==> config.mk <==
export PLATFORM = sky130hd
export DESIGN_NAME = usb_rx_sequencer
export DESIGN_NICKNAME = d
export VERILOG_FILES = /design/src/rtl/usb_rx_sequencer.sv
export SDC_FILE = /design/constraint.sdc
export NUM_CORES = 1
export LEC_CHECK = 0
export BUFFER_PORTS_ARGS = -buffer_cell sky130_fd_sc_hd__buf_2
export CAP_MARGIN = 10
export CORE_UTILIZATION = 59
export CTS_BUF_LIST = sky130_fd_sc_hd__clkbuf_4 sky130_fd_sc_hd__clkbuf_8
export CTS_CLUSTER_SIZE = 40
export DETAILED_ROUTE_END_ITERATION = 8
export PLACE_DENSITY = 0.89
export SKIP_LAST_GASP = 1
export SLEW_MARGIN = 25
export SYNTH_ARGS = -nofsm -noshare
export SYNTH_HDL_FRONTEND = slang
export SYNTH_SLANG_ARGS = --single-unit
==> constraint.sdc <==
create_clock -name clk -period 3.1 [get_ports clk]
set_input_delay 0.155 -clock clk [delete_from_list [all_inputs] [get_ports clk]]
set_output_delay 0.155 -clock clk [all_outputs]
set_load 0.02 [all_outputs]
==> src/rtl/usb_rx_sequencer.sv <==
// usb_rx_sequencer
// Tracks one USB packet at a time on the receive side: flushes the RX FIFO
// when a packet starts, decodes its PID, counts the bytes written into the
// FIFO, catches overflow and receive errors, and then hands the bytes to the
// host, counting them back down as the host reads them.
//
// Handshake note: w_enable, pid_set, host_read and host_clear are single-cycle
// pulses sampled on the rising clock edge. There is no back-pressure, so every
// pulse is consumed in the cycle it appears or ignored by the current state.
//
// state_dbg exposes the FSM state for checkers:
//   0 = IDLE, 1 = FLUSH, 2 = ACTIVE, 3 = DONE, 4 = ERROR.
module usb_rx_sequencer #(
    parameter int MAX_BYTES = 64
) (
    input  logic       clk,
    input  logic       n_rst,
    input  logic       rcving,
    input  logic       r_error,
    input  logic       w_enable,
    input  logic       pid_set,
    input  logic [3:0] rx_pid,
    input  logic       host_read,
    input  logic       host_clear,
    output logic       flush,
    output logic       rx_transfer_active,
    output logic       rx_data_ready,
    output logic       rx_error,
    output logic       overflow,
    output logic [2:0] rx_packet,
    output logic [6:0] byte_count,
    output logic [2:0] state_dbg
);

    typedef enum logic [2:0] {
        IDLE   = 3'd0,
        FLUSH  = 3'd1,
        ACTIVE = 3'd2,
        DONE   = 3'd3,
        ERROR  = 3'd4
    } state_t;

    // Largest legal byte count for one packet, in the counter's own width.
    localparam logic [6:0] MAX_CNT = 7'(MAX_BYTES);

    // Decoded packet types.
    localparam logic [2:0] PKT_NONE  = 3'd0;
    localparam logic [2:0] PKT_OUT   = 3'd1;
    localparam logic [2:0] PKT_IN    = 3'd2;
    localparam logic [2:0] PKT_DATA0 = 3'd3;
    localparam logic [2:0] PKT_DATA1 = 3'd4;
    localparam logic [2:0] PKT_ACK   = 3'd5;
    localparam logic [2:0] PKT_NAK   = 3'd6;
    localparam logic [2:0] PKT_OTHER = 3'd7;

    state_t     state;
    state_t     state_n;
    logic       rcving_q;
    logic       rcving_seen_low;
    logic       rcving_rise;
    logic       rcving_fall;
    logic [6:0] count_n;
    logic [2:0] packet_n;
    logic       overflow_n;

    // Maps the low nibble of the PID onto the packet-type code.
    function automatic logic [2:0] pid_decode(input logic [3:0] pid);
        logic [2:0] kind;
        case (pid)
            4'b0001: kind = PKT_OUT;
            4'b1001: kind = PKT_IN;
            4'b0011: kind = PKT_DATA0;
            4'b1011: kind = PKT_DATA1;
            4'b0010: kind = PKT_ACK;
            4'b1010: kind = PKT_NAK;
            default: kind = PKT_OTHER;
        endcase
        return kind;
    endfunction

    // Only DATA0/DATA1 packets carry bytes meant for the host.
    function automatic logic is_data(input logic [2:0] kind);
        return (kind == PKT_DATA0) || (kind == PKT_DATA1);
    endfunction

    // A rise only counts once rcving has been seen low after reset, so a
    // receiver that is still busy when reset releases does not start a
    // spurious packet (and no flush is issued on release).
    assign rcving_rise = rcving && !rcving_q && rcving_seen_low;
    assign rcving_fall = !rcving && rcving_q;

    assign state_dbg = state;

    // Next-state, counter, packet-type and overflow decisions.
    always_comb begin
        state_n    = state;
        count_n    = byte_count;
        packet_n   = rx_packet;
        overflow_n = overflow;

        case (state)
            IDLE: begin
                if (rcving_rise) begin
                    state_n = FLUSH;
                end
            end

            FLUSH: begin
                // Flush is always exactly one cycle long.
                if (r_error) begin
                    state_n = ERROR;
                end else begin
                    state_n = ACTIVE;
                end
            end

            ACTIVE: begin
                if (pid_set) begin
                    packet_n = pid_decode(rx_pid);
                end
                if (r_error) begin
                    // An error wins over a byte write or end of packet.
                    state_n = ERROR;
                end else begin
                    if (w_enable) begin
                        if (byte_count < MAX_CNT) begin
                            count_n = byte_count + 7'd1;
                        end else begin
                            overflow_n = 1'b1;
                            state_n    = ERROR;
                        end
                    end
                    // A byte written in the last cycle still counts.
                    if (rcving_fall && (state_n == ACTIVE)) begin
                        state_n = DONE;
                    end
                end
            end

            DONE: begin
                if (rcving_rise) begin
                    // A new packet discards whatever the host has not read.
                    state_n = FLUSH;
                end else if (host_clear) begin
                    state_n    = IDLE;
                    overflow_n = 1'b0;
                end else if (host_read && (byte_count != 7'd0)) begin
                    count_n = byte_count - 7'd1;
                    if ((byte_count == 7'd1) && is_data(rx_packet)) begin
                        state_n = IDLE;
                    end
                end
            end

            ERROR: begin
                if (rcving_rise) begin
                    state_n = FLUSH;
                end else if (host_clear) begin
                    state_n    = IDLE;
                    overflow_n = 1'b0;
                end
            end

            default: begin
                state_n = IDLE;
            end
        endcase

        // Every new packet starts from a clean slate.
        if (state_n == FLUSH) begin
            count_n    = 7'd0;
            packet_n   = PKT_NONE;
            overflow_n = 1'b0;
        end
    end

    // State, counters and registered outputs; outputs are derived from the
    // next state so they line up with the state they describe.
    always_ff @(posedge clk or negedge n_rst) begin
        if (!n_rst) begin
            state              <= IDLE;
            rcving_q           <= 1'b0;
            rcving_seen_low    <= 1'b0;
            byte_count         <= 7'd0;
            rx_packet          <= PKT_NONE;
            overflow           <= 1'b0;
            flush              <= 1'b0;
            rx_transfer_active <= 1'b0;
            rx_data_ready      <= 1'b0;
            rx_error           <= 1'b0;
        end else begin
            state              <= state_n;
            rcving_q           <= rcving;
            if (!rcving) begin
                rcving_seen_low <= 1'b1;
            end
            byte_count         <= count_n;
            rx_packet          <= packet_n;
            overflow           <= overflow_n;
            flush              <= (state_n == FLUSH);
            rx_transfer_active <= (state_n == FLUSH) || (state_n == ACTIVE);
            rx_data_ready      <= (state_n == DONE) && is_data(packet_n) &&
                                  (count_n != 7'd0);
            rx_error           <= (state_n == ERROR);
        end
    end

endmodule

======== Yosys cells after proc, flatten, opt, wreduce, memory -nomap -nowiden ========
Index checks and enable logic that the tools add are counted.
word-level totals
  bits in registers ....................... 20
  latch bits .............................. 0
  memory bits (writable) .................. 0
  ROM bits ................................ 0
  output and inout bits ................... 18
  logic and storage cells ................. 91
  memories ................................ 0
cells by class
  add/subtract/negate cells ............... 2
  multipliers ............................. 0
  div/mod/pow operators ................... 0
  $lt $le $gt $ge ......................... 1
  eq/ne operators ......................... 25
  shift-type cells ........................ 0
  multiplexer cells ....................... 34
  bitwise operators ....................... 0
  reductions and logical operators ........ 19
operator list
  operator                                           count
  2-to-1 mux 3 bit                                   17
  2-to-1 mux 7 bit                                   7
  == test 3 x 2 -> 1 bit, second input constant      7
  case mux 3 bit (6 select lines)                    1
  case mux 3 bit (5 select lines)                    1
  case mux 7 bit (2 select lines)                    1
  nonzero test 7 bit                                 2
  == test 3 bit, second input constant               4
  == test 4 bit, second input constant               3
  != test 3 bit, second input constant               3
  == test 4 x 2 -> 1 bit, second input constant      2
  logical AND 1 bit                                  8
  adder 7 x 1 -> 7 bit, second input constant        1
  == test 7 x 1 -> 1 bit, second input constant      1
  less-than comparator 7 bit, second input constant  1
  subtractor 7 x 1 -> 7 bit, second input constant   1
  == test 3 x 1 -> 1 bit, second input constant      2
  2-to-1 mux 1 bit                                   6
  AND reduction 6 bit                                1
  == test 4 x 1 -> 1 bit, second input constant      1
  logical NOT 3 bit                                  1
  logical OR 1 bit                                   3
  != test 3 x 1 -> 1 bit, second input constant      1
  != test 3 x 2 -> 1 bit, second input constant      1
  other kinds (4)                                    5

======== Longest topological paths before layout ========
  depth after elaboration ................. 16
  depth in mapped cells ................... 9
  mapped depth without buffers ............ 8

======== Worst setup path before layout ========
No wires, ideal clock.
  path type ............................... flip-flop to flip-flop
  start point ............................. register state[2] (netlist: state_dbg[2])
  end point ............................... register rx_data_ready
  setup time .............................. 0.129 ns
  data arrival time ....................... 2.058 ns
  data required time ...................... 2.971 ns
  slack ................................... 0.913 ns
  stages on the path, launching flop included .. 8
  buffers on the path ..................... 2
  period minus slack after synthesis ...... 2.187 ns
  cells stage by stage .................... dfrtp_1 > buf_2 > or3b_1 > buf_2 > or3_1 > o22ai_1 > a22oi_1 > o41a_1
on the way
  longest elaborated chain between the ends .. 15
  elaborated cells between the ends (all ways) .. 33
  classes of those cells .................. 9 x eq/ne; 18 x mux; 6 x reduce/logical
ends and longest elaborated chain
  element                                                  RTL line  RTL
  start, declared                                          56        state_t state;
  start signal, assigned                                   192       state <= state_n;
  2-to-1 mux 3 bit                                         126       if (byte_count < MAX_CNT) begin
  2-to-1 mux 3 bit                                         125       if (w_enable) begin
  2-to-1 mux 3 bit                                         121       if (r_error) begin
  2-to-1 mux 3 bit                                         101       case (state)
  == test 3 x 2 -> 1 bit                                   134       if (rcving_fall && (state_n == ACTIVE)) begin
  logical AND 1 bit                                        134
  2-to-1 mux 3 bit                                         134
  2-to-1 mux 3 bit                                         121
  case mux 3 bit (5 select lines)                          101
  == test 3 x 1 -> 1 bit                                   170       if (state_n == FLUSH) begin
  2-to-1 mux 3 bit                                         170
  == test 3 x 2 -> 1 bit or == test 3 bit (tied branches)  83        return (kind == PKT_DATA0) || (kind == PKT_DATA1);
  logical OR 1 bit                                         83
  logical AND 1 bit                                        202       rx_data_ready <= (state_n == DONE) && is_data(packet_n) &&
  logical AND 1 bit (*)                                    202
  end signal, assigned                                     202
  end, declared                                            27        output logic rx_data_ready,
Mark *: on every way between the ends. The rest lies on a longest branch, timed or not. The select of a mux whose other input is x is not followed.
A chain may end at the register's enable or synchronous reset.

======== Worst setup path in the final report ========
  start point ............................. register byte_count[1]
  end point ............................... register rx_data_ready
on the way
  longest elaborated chain between the ends .. 16
  elaborated cells between the ends (all ways) .. 37
  classes of those cells .................. 2 x add/sub; 1 x order compare; 6 x eq/ne; 20 x mux; 8 x reduce/logical
ends and longest elaborated chain
  element                                                  RTL line  RTL
  start, declared                                          31        output logic [6:0] byte_count,
  start signal, assigned                                   197       byte_count <= count_n;
  less-than comparator 7 bit                               126
  2-to-1 mux 3 bit                                         126
  2-to-1 mux 3 bit                                         125
  2-to-1 mux 3 bit                                         121
  2-to-1 mux 3 bit                                         101
  == test 3 x 2 -> 1 bit                                   134
  logical AND 1 bit                                        134
  2-to-1 mux 3 bit                                         134
  2-to-1 mux 3 bit                                         121
  case mux 3 bit (5 select lines)                          101
  == test 3 x 1 -> 1 bit                                   170
  2-to-1 mux 3 bit                                         170
  == test 3 x 2 -> 1 bit or == test 3 bit (tied branches)  83
  logical OR 1 bit                                         83
  logical AND 1 bit                                        202
  logical AND 1 bit (*)                                    202
Marks and branches as above.

==> flow_summary.yaml <==
run_status:
  status: "complete, no violations"
die:
  fp.dieW_um: 48.8
  die_y_um: 48.8
  dieArea_mm2: 0.00238
  start_util_pct: 64.4
  fp-row-count: 16
  core_area_mm2: 0.00200
  pin_count: 30
worst_setup_path:
  worst_ep_arrival_time_ns: 2.57
  path_cells: "inv_1 -> ha_1 -> nor4b_1 -> nand2_1 -> nand4_1 -> mux2i_1 -> o21ai_0 -> o41a_1"
  r2r-start: "byte_count[1]"
  required_ns: 3.27
  worst-path-buf-inv: 1
  startpoint: "byte_count[1]"
  crit_family: "simple AND/OR/NAND/NOR gates"
  endpoint: "rx_data_ready"
  worstPathMaxFanout: 6
  critPathMaxStageDelay_ns: 0.45
  crit_type: "reg -> reg"
  critPathCaptureType: "flip-flop"
  cp_num_cells: 8
  rrSetupSlack_ns: 0.70
  rr_worst_depth: 8
  r2r-end: "rx_data_ready"
  start_kind: "flip-flop"
  crit_slowest_cell: "o41a_1"
timing:
  clock_skew_ns: 0.0117
  max_slew.worst_pin.slew_ns: 0.441
  setup_violations: 0
  fin_setup_tns_ns: 0
  grt_setup_unrepaired: "no"
  max_freq_mhz: 417
  period_needed_ns: 2.40
  final.period_utilization_pct: 77.4
  hold_slack_ns: 0.215
  slew_violations: 0
  relSlewSlack_pct: 70.6
  finalHoldViolations: 0
clock_network:
  cts_setup_buffers: 0
  clock_sinks: 20
  cts_tree: "yes"
  clk_pin_slew_ns: 0.11
  clk_path_buf_depth: 2
  ctsHtreeMaxLevel: 1
  insertion_delay_ns: 0.30
  cts_made_buffers: 3
  cts.hold.buffers_added: 2
  ctsResizeCount: 0
  ctsRootBufferMaster: "clkbuf_4"
synth:
  synth.distinct_cells: 45
  syn_avg_cell_area_um2: 8.78
  synth_common_cells: "dfrtp_1 (20), nor2_1 (18), nand2_1 (8), nand3_1 (7), nor3_1 (7)"
  synthDominantCellAreaShare_pct: 38.8
  synth_area_leaders: "dfrtp_1 (39%), nor2_1 (5.2%), ha_1 (3.9%)"
  synth_top_family_by_area: "simple AND/OR/NAND/NOR gates"
  netlist_area_mm2: 0.00129
  synth_compound_area_share_pct: 16.9
  syn-num-nets: 163
  synth_area_leader_cell: "dfrtp_1"
  synth-seq-cells: 20
  synth_xor_area_share_pct: 4.07
  synth_flop_cell: "dfrtp_1"
  ys_seq_area_share_pct: 38.8
  async_reset_ff_share_pct: 100
  muxShareOfSynthArea_pct: 1.55
  synth_fa_ha_area_share_pct: 3.88
  synth.most_common_cell: "dfrtp_1"
  synth_simple_gate_area_share_pct: 30.2
  synthCells: 147
  yosysWarnings: 0
  synth_edf_count: 0
routing:
  ant_nets: 0
  first_pass_iters: 4
  drt-total-wl_mm: 2.96
  wl_per_cell_um: 14.8
  drt_iter0_drc: 46
  routed_via_density: 6.02
  dr_total_vias: 1203
  drcViolationCount: 0
placement:
  place.gp.congestion: 0.943
  io_buffers: 29
  dp_hpwl_mm: 2.24
global_routing:
  grtUsageTotal_pct: 28.3
  grt_antenna_before_repair: 0
  grt_pass1_vias: 1153
  grt_pass1_wl_mm: 5.15
  grt_max_degree: 21
  gr-total-overflow: 0
cells_and_area:
  nets: 191
  drive_above_1_share_pct: 22.0
  areaGrowthSynthToFinish_pct: 14.3
  fill_cells: 148
  antenna_cells: 0
power:
  power_density_mw_per_mm2: 459
  vdd_drop_max_v: 0.000445
  p_leak_uw: 0.000740
run:
  maxCapViolations: 0
worst_hold_path:
  min_path_type: "in -> reg"
  worstHoldStart: "host_clear"
## layout make-up
class	count	area [um^2]	share of cell area [%]
timing repair buffer	31	165	11.2
clock buffer	3	22.5	1.53
tap	27	33.8	2.29
multi-input combinational	113	729	49.5
sequential	20	500	34.0
inverter	6	22.5	1.53
## cells in the final DEF (no fill, tap or decap), types with 2 or more instances in the layout
master          n
a21oi_1         6
a21o_1          2
mux2i_1         2
buf_2          29
a31o_2          2
o21ai_0         5
nor4_1          2
ha_1            4
nor3_1          7
a32oi_1         2
nand2_1         8
nand3_1         7
xnor2_1         5
and3b_1         2
and3_1          4
nor2b_1         2
nand3b_1        2
and2_1          4
or3_1           2
clkbuf_4        3
dfrtp_1        20
inv_1           6
a22oi_1         3
nand2b_1        3
o21ai_1         2
dlygate4sd3_1   2
nor2_1         18
## tightest hold or removal path, cell delays in order
cell and delay [ns]:
buf_2 0.13, nand2_1 0.06, a22oi_1 0.05, nor2_1 0.08
## state kept, by name (all words and copies together), names as in the netlist
name	flops
byte_count	7
rx_error	1
flush	1
rx_packet	3
rcving_q	1
state_dbg	3
overflow	1
rcving_seen_low	1
rx_data_ready	1
rx_transfer_active	1
## metal layers
metal	vias up	track usage, %	part of all wire [%]
li1	587	-	-
met1	562	39.2	45
met2	52	44.9	47
met3	2	5.66	6.7
met4	0	8.82	0.51
met5	-	0	0
## where the power goes
part / switching (uW) / internal (uW) / leakage [uW]
Sequential: 34.3 / 289 / 0.000265
Combinational: 143 / 90.2 / 0.000461
Clock: 75.7 / 45.3 / 0.0000138
Total: 253 / 424 / 0.000740
## through the flow
| stage | worst slack, ns | utilization, % | cell area (um^2) | power [uW] | cells |
|---|---|---|---|---|---|
| 2_1_floorplan | 0.913 | - | 1290 | 483 | 147 |
| 3_3_place_gp | 0.775 | 71.5 | 1430 | 549 | 195 |
| 3_5_place_dp | 0.723 | 71.5 | 1430 | 555 | 195 |
| 4_1_cts | 0.696 | 73.6 | 1470 | 674 | 200 |
| 5_1_grt | 0.372 | 73.6 | 1470 | 722 | 200 |
| 6_report | 0.701 | 73.6 | 1470 | 677 | 200 |
## logic make-up after synthesis
kind of cell | Yosys count
AND/OR/NAND/NOR | 70
AO/OA/AOI/OAI | 31
XOR/XNOR | 6
multiplexers | 2
flip-flops | 20
adder cells (fa/ha/maj) | 4
buffers and inverters | 14
## worst min path at each step
| stage | end | slack [ns] | cells after the start |
|---|---|---|---|
| CTS | overflow | 0.21 | 4 |
| global placement | byte_count[4] | 0.11 | 1 |
| finish | overflow | 0.22 | 4 |
| global route | overflow | 0.22 | 4 |
| detailed placement | byte_count[2] | 0.12 | 1 |
| floorplan | byte_count[0] | -0.14 | 0 |
Note: power is estimated with default switching activity, not from simulation.
